**src/rtl/mem_arbiter_pkg.sv**
```systemverilog
// Shared types and constants for the IFU/LSU memory-port arbiter.
package mem_arbiter_pkg;

  typedef enum logic [2:0] {
    S_IDLE    = 3'd0,
    S_IF_ADDR = 3'd1,
    S_IF_DATA = 3'd2,
    S_LS_ADDR = 3'd3,
    S_LS_DATA = 3'd4
  } state_t;

  localparam logic [31:0] NOP      = 32'h0000_0013;
  localparam logic [63:0] RESET_PC = 64'h8000_0000;

  // Bit 2 of the fetch address picks the 32-bit half of the 64-bit beat.
  function automatic logic [31:0] fetch_word(input logic hi,
                                             input logic [63:0] d);
    return hi ? d[63:32] : d[31:0];
  endfunction

endpackage

```
**src/rtl/mem_arbiter_pick.sv**
```systemverilog
// Grant decision between IFU and LSU with the LSU streak limiter.
module arb_pick #(
  parameter int LS_STREAK = 4
) (
  input  logic clk,
  input  logic rst,
  input  logic idle_i,
  input  logic if_req_i,
  input  logic if_flush_i,
  input  logic ls_req_i,
  output logic grant_ls_o,
  output logic grant_if_o
);

  localparam int SW = $clog2(LS_STREAK + 1);

  logic [SW-1:0] streak_q, streak_d;
  logic          under;

  assign under = streak_q < SW'(LS_STREAK);

  always_comb begin
    grant_ls_o = idle_i & ls_req_i & (~if_req_i | under);
    grant_if_o = idle_i & ~grant_ls_o & if_req_i & ~if_flush_i;
    streak_d   = streak_q;
    if (grant_if_o) begin
      streak_d = '0;
    end else if (grant_ls_o & if_req_i & under) begin
      streak_d = streak_q + 1'b1;
    end
  end

  always_ff @(posedge clk or posedge rst) begin
    if (rst) begin
      streak_q <= '0;
    end else begin
      streak_q <= streak_d;
    end
  end

endmodule

```
**src/rtl/mem_arbiter.sv**
```systemverilog
// Shares the core memory port between fetch and load/store,
// one outstanding transaction at a time.
module mem_arbiter
  import mem_arbiter_pkg::*;
#(
  parameter int ADDR_W    = 64,
  parameter int DATA_W    = 64,
  parameter int LS_STREAK = 4
) (
  input  logic              clk,
  input  logic              rst,
  input  logic              if_req,
  input  logic [ADDR_W-1:0] if_pc,
  input  logic              if_flush,
  output logic [31:0]       instr,
  output logic              instr_valid,
  output logic              ifetch_en,
  input  logic              ls_req,
  input  logic              ls_wen,
  input  logic [ADDR_W-1:0] ls_addr,
  input  logic [DATA_W-1:0] ls_wdata,
  input  logic [7:0]        ls_wmask,
  output logic [DATA_W-1:0] ls_rdata,
  output logic              ls_done,
  output logic              mem_req,
  output logic              mem_wen,
  output logic [ADDR_W-1:0] mem_addr,
  output logic [DATA_W-1:0] mem_wdata,
  output logic [7:0]        mem_wmask,
  input  logic              mem_ready,
  input  logic              mem_rvalid,
  input  logic [DATA_W-1:0] mem_rdata
);

  state_t            state_q, state_d;
  logic              drop_q, drop_d;
  logic [ADDR_W-1:0] addr_q, addr_d;
  logic              wen_q, wen_d;
  logic [DATA_W-1:0] wdata_q, wdata_d;
  logic [7:0]        wmask_q, wmask_d;
  logic [31:0]       instr_q, instr_d;
  logic              iv_q, iv_d;
  logic [DATA_W-1:0] rdata_q, rdata_d;
  logic              done_q, done_d;
  logic              grant_ls, grant_if;

  arb_pick #(
    .LS_STREAK (LS_STREAK)
  ) u_pick (
    .clk        (clk),
    .rst        (rst),
    .idle_i     (state_q == S_IDLE),
    .if_req_i   (if_req),
    .if_flush_i (if_flush),
    .ls_req_i   (ls_req),
    .grant_ls_o (grant_ls),
    .grant_if_o (grant_if)
  );

  always_comb begin
    state_d = state_q;
    drop_d  = drop_q;
    addr_d  = addr_q;
    wen_d   = wen_q;
    wdata_d = wdata_q;
    wmask_d = wmask_q;
    instr_d = instr_q;
    iv_d    = 1'b0;
    rdata_d = rdata_q;
    done_d  = 1'b0;
    unique case (state_q)
      S_IDLE: begin
        drop_d = 1'b0;
        if (grant_ls) begin
          state_d = S_LS_ADDR;
          addr_d  = ls_addr;
          wen_d   = ls_wen;
          wdata_d = ls_wdata;
          wmask_d = ls_wen ? ls_wmask : 8'h00;
        end else if (grant_if) begin
          state_d = S_IF_ADDR;
          addr_d  = if_pc;
          wen_d   = 1'b0;
          wdata_d = '0;
          wmask_d = 8'h00;
        end
      end
      S_IF_ADDR: begin
        if (if_flush) drop_d = 1'b1;
        if (mem_ready) state_d = S_IF_DATA;
      end
      S_IF_DATA: begin
        if (if_flush) drop_d = 1'b1;
        if (mem_rvalid) begin
          state_d = S_IDLE;
          drop_d  = 1'b0;
          // A redirect in the response cycle still kills the fetch.
          if (!drop_q && !if_flush) begin
            iv_d    = 1'b1;
            instr_d = fetch_word(addr_q[2], mem_rdata);
          end
        end
      end
      S_LS_ADDR: begin
        if (mem_ready) state_d = S_LS_DATA;
      end
      S_LS_DATA: begin
        if (mem_rvalid) begin
          state_d = S_IDLE;
          rdata_d = mem_rdata;
          done_d  = 1'b1;
        end
      end
      default: state_d = S_IDLE;
    endcase
  end

  always_ff @(posedge clk or posedge rst) begin
    if (rst) begin
      state_q <= S_IDLE;
      drop_q  <= 1'b0;
      addr_q  <= '0;
      wen_q   <= 1'b0;
      wdata_q <= '0;
      wmask_q <= 8'h00;
      instr_q <= 32'h0;
      iv_q    <= 1'b0;
      rdata_q <= '0;
      done_q  <= 1'b0;
    end else begin
      state_q <= state_d;
      drop_q  <= drop_d;
      addr_q  <= addr_d;
      wen_q   <= wen_d;
      wdata_q <= wdata_d;
      wmask_q <= wmask_d;
      instr_q <= instr_d;
      iv_q    <= iv_d;
      rdata_q <= rdata_d;
      done_q  <= done_d;
    end
  end

  assign mem_req     = (state_q == S_IF_ADDR) || (state_q == S_LS_ADDR);
  assign mem_wen     = wen_q;
  assign mem_addr    = addr_q;
  assign mem_wdata   = wdata_q;
  assign mem_wmask   = wmask_q;
  assign instr       = instr_q;
  assign instr_valid = iv_q;
  assign ifetch_en   = iv_q;
  assign ls_rdata    = rdata_q;
  assign ls_done     = done_q;

endmodule

```
**config.mk**
```make
export PLATFORM = sky130hd
export DESIGN_NAME = mem_arbiter
export DESIGN_NICKNAME = d
export VERILOG_FILES = /design/src/rtl/mem_arbiter_pkg.sv /design/src/rtl/mem_arbiter_pick.sv /design/src/rtl/mem_arbiter.sv
export SDC_FILE = /design/constraint.sdc
export NUM_CORES = 1
export LEC_CHECK = 0
export CAP_MARGIN = 20
export CORE_AREA = 2 2 199 201
export DETAILED_ROUTE_END_ITERATION = 7
export DIE_AREA = 0 0 201 203
export PLACE_DENSITY = 0.6
export SYNTH_ARGS = -nofsm -noshare
export SYNTH_HDL_FRONTEND = slang
export SYNTH_HIERARCHICAL = 1
export SYNTH_SLANG_ARGS = --single-unit
export TNS_END_PERCENT = 5
```
**constraint.sdc**
```tcl
create_clock -name clk -period 20.9 [get_ports clk]
set_clock_uncertainty 0.05 [all_clocks]
set_input_delay 3.135 -clock clk [delete_from_list [all_inputs] [get_ports clk]]
set_output_delay 3.135 -clock clk [all_outputs]
set_load 0.01 [all_outputs]
```
==> impl_metrics.yaml <==
status:
  outcome: "finished, final reports clean"
placement:
  post-dp-hpwl_mm: 23.9
  io_buffer_count: 508
  place_congestion: 0.818
hold_path:
  hold_path_depth: 1
  hold-path-endpoint: "mem_wen"
  min_path_type: "reg2reg"
  hp-start: "mem_wen"
clocking:
  cts_resized: 0
  h-tree-depth: 1
  clk_pin_slew_worst_paths_ns: 0.06
  clk_latency_ns: 0.54
  cts_buffers: 29
  clockBufferDepth: 3
  clockRootBuffer: "clkbuf_16"
  cts_setup_buffers: 0
  cts_tree: "done"
  cts_hold_buf: 0
  numClockSinks: 242
synth:
  synth_seq_area_share: 0.578
  yosysWarnings: 6
  netlist_instances: 659
  syn_nets: 932
  synth-edff-count: 0
  synth_common_cells: "242 x dfrtp_1, 190 x mux2_2, 73 x a22o_1"
  synthAdderAreaFrac: 0.00120
  ys_types: 32
  synthArstFlopShare: 1.00
  synth_top_family_by_area: "multiplexers"
  synthMuxAreaShare: 0.300
  synth_area_leaders: "dfrtp_1 58%, mux2_2 20%, mux2_4 9.6%"
  synth_area_per_cell_um2: 15.9
  synth_top_area_frac: 0.578
  synth.most_common_cell: "dfrtp_1"
  ys_ff_latch: 242
  synthSimpleGateAreaFrac: 0.0134
  syn-cell-area_um2: 10500
  synth_xor_area_frac: 0.000837
  synth-compound-area-share: 0.0681
  yosysTopAreaCell: "dfrtp_1"
  ys.flop_type: "dfrtp_1"
global_route:
  grt_use_total: 0.157
  antenna_found_initial: 5
  grt.overflow.total: 0
  grt_start_max_net_pins: 127
  grt_pass1_wl_mm: 49.8
  grt_pass1_vias: 7939
floorplan:
  boundaryPins: 509
  die_w_um: 201
  die_y_um: 203
  die-area_um2: 40800
  core_um2: 38500
  num_rows: 72
  start_util: 0.272
sta:
  setup_viol: 0
  finalCritPeriodShare: 0.294
  maxSlewHeadroom: 0.326
  max_freq_ghz: 0.162
  drv_slew: 0
  hold_viol_final: 0
  holdWs_ns: 0.433
  max_slew.worst_pin.slew_ns: 1.01
  setup_tns_ns: 0
  finalCriticalPeriod_ns: 6.15
  rsz0062_at_grt: "no"
routing:
  first_iter_violations: 224
  viasPerCell: 4.36
  postRouteAntennaNets: 0
  drc_errors: 0
  routed_wl_mm: 33.3
  dr.pass1.iters: 4
  wire_per_inst_um: 19.6
  route.vias.total: 7403
final_layout:
  nets: 1430
  area_growth_syn_to_layout_pct: 61.1
  layout-drive-gt1-share: 0.269
worst_setup_path:
  r2r_slack_ns: 17.22
  required_ns: 21.28
  worstSetupPathType: "in2reg"
  crit_path_start_kind: "primary input"
  r2r_end: "mem_addr[57]"
  worst-r2r-cell-count: 7
  arrival_ns: 6.54
  critPathCaptureType: "register"
  cp_max_fo: 82
  worstReg2RegStart: "state_q[0]"
power:
  p_per_area_nw_per_um2: 147
  irDropWorstVdd_uv: 66.2
  leakage_uw: 0.00718
run:
  cap_violations: 0
## how the worst max path moves through the flow
stage           start            to  slack [ns]  cells after the start
2_1_floorplan     rst        drop_q       11.16                      1
3_3_place_gp   ls_req  mem_addr[57]       14.18                      7
3_5_place_dp   ls_req  mem_addr[57]       14.17                      7
4_1_cts        ls_req  mem_addr[57]       14.76                      7
5_1_grt        ls_req  mem_addr[56]       14.61                      7
6_report       ls_req  mem_addr[57]       14.75                      7
## logic make-up (layout without fill, tap and decap cells)
family,Yosys count,in the layout
muxes,257,257
DFF,242,242
AOI/OAI and AO/OA,84,84
buffers and inverters,52,570
and+or+nand+nor,22,22
adders and majority gates,1,1
xor gates and xnor gates,1,1
other,0,2
## power by group
part	switching, uW	internal, uW
combinational	430	722
clock	197	307
sequential	128	690
total	755	1720
## placed cells by master, fill, tap and decap left out, types with 2 or more instances in the layout
| master | count |
|---|---|
| a22o_1 | 73 |
| clkinv_2 | 2 |
| mux2_4 | 67 |
| nand2_1 | 4 |
| nor2b_1 | 3 |
| nor3_1 | 2 |
| bufinv_16 | 2 |
| buf_4 | 8 |
| inv_1 | 2 |
| a21o_1 | 2 |
| o21ai_0 | 3 |
| nor2_1 | 2 |
| clkbuf_16 | 29 |
| diode_2 | 2 |
| mux2_2 | 190 |
| a211oi_1 | 2 |
| clkbuf_8 | 8 |
| clkdlybuf4s50_1 | 508 |
| and3_2 | 2 |
| clkbuf_1 | 8 |
| dfrtp_1 | 242 |
## state kept, by name (all words and copies together) (netlist names)
signal / flops
ls_rdata: 64
mem_addr: 64
mem_wdata: 64
instr: 32
mem_wmask: 8
state_q: 3
u_pick/streak_q: 3
drop_q: 1
ifetch_en: 1
ls_done: 1
mem_wen: 1
## critical path, cell delays in order
cell and delay [ns]:
clkdlybuf4s50_1 0.56, and2b_2 0.19, nor3_1 0.07, o21ai_4 0.48
buf_4 0.71, buf_4 0.84, mux2_2 0.41
## metal layers
metal  vias up  part of all wire  global-route usage
met5         -           0.00072                   0
met3        42             0.085              0.0510
met1      3601              0.41               0.190
met4         4             0.021              0.0447
li1       3411                 -                   -
met2       345              0.48               0.266
## per-stage QoR
step           utilization  instance area [um^2]  power (uW)  setup WS [ns]  instances
6_report             0.439                 16900        2470          14.75       1697
5_1_grt              0.438                 16900        2610          14.61       1695
4_1_cts              0.438                 16900        2510          14.76       1695
3_5_place_dp         0.414                 15900        1990          14.17       1644
3_3_place_gp         0.414                 15900        1980          14.18       1644
2_1_floorplan            -                 10500        1390          11.16        659
## layout make-up
class / count / area [um^2]
Fill cell: 3554 / 21600
Sequential cell: 242 / 6060
Clock buffer: 45 / 866
Clock inverter: 6 / 87.6
Tap cell: 518 / 648
Antenna cell: 2 / 5.00
Timing Repair Buffer: 516 / 5140
Inverter: 3 / 18.8
Multi-Input combinational cell: 365 / 4050
(Power assumes the default switching activity.)
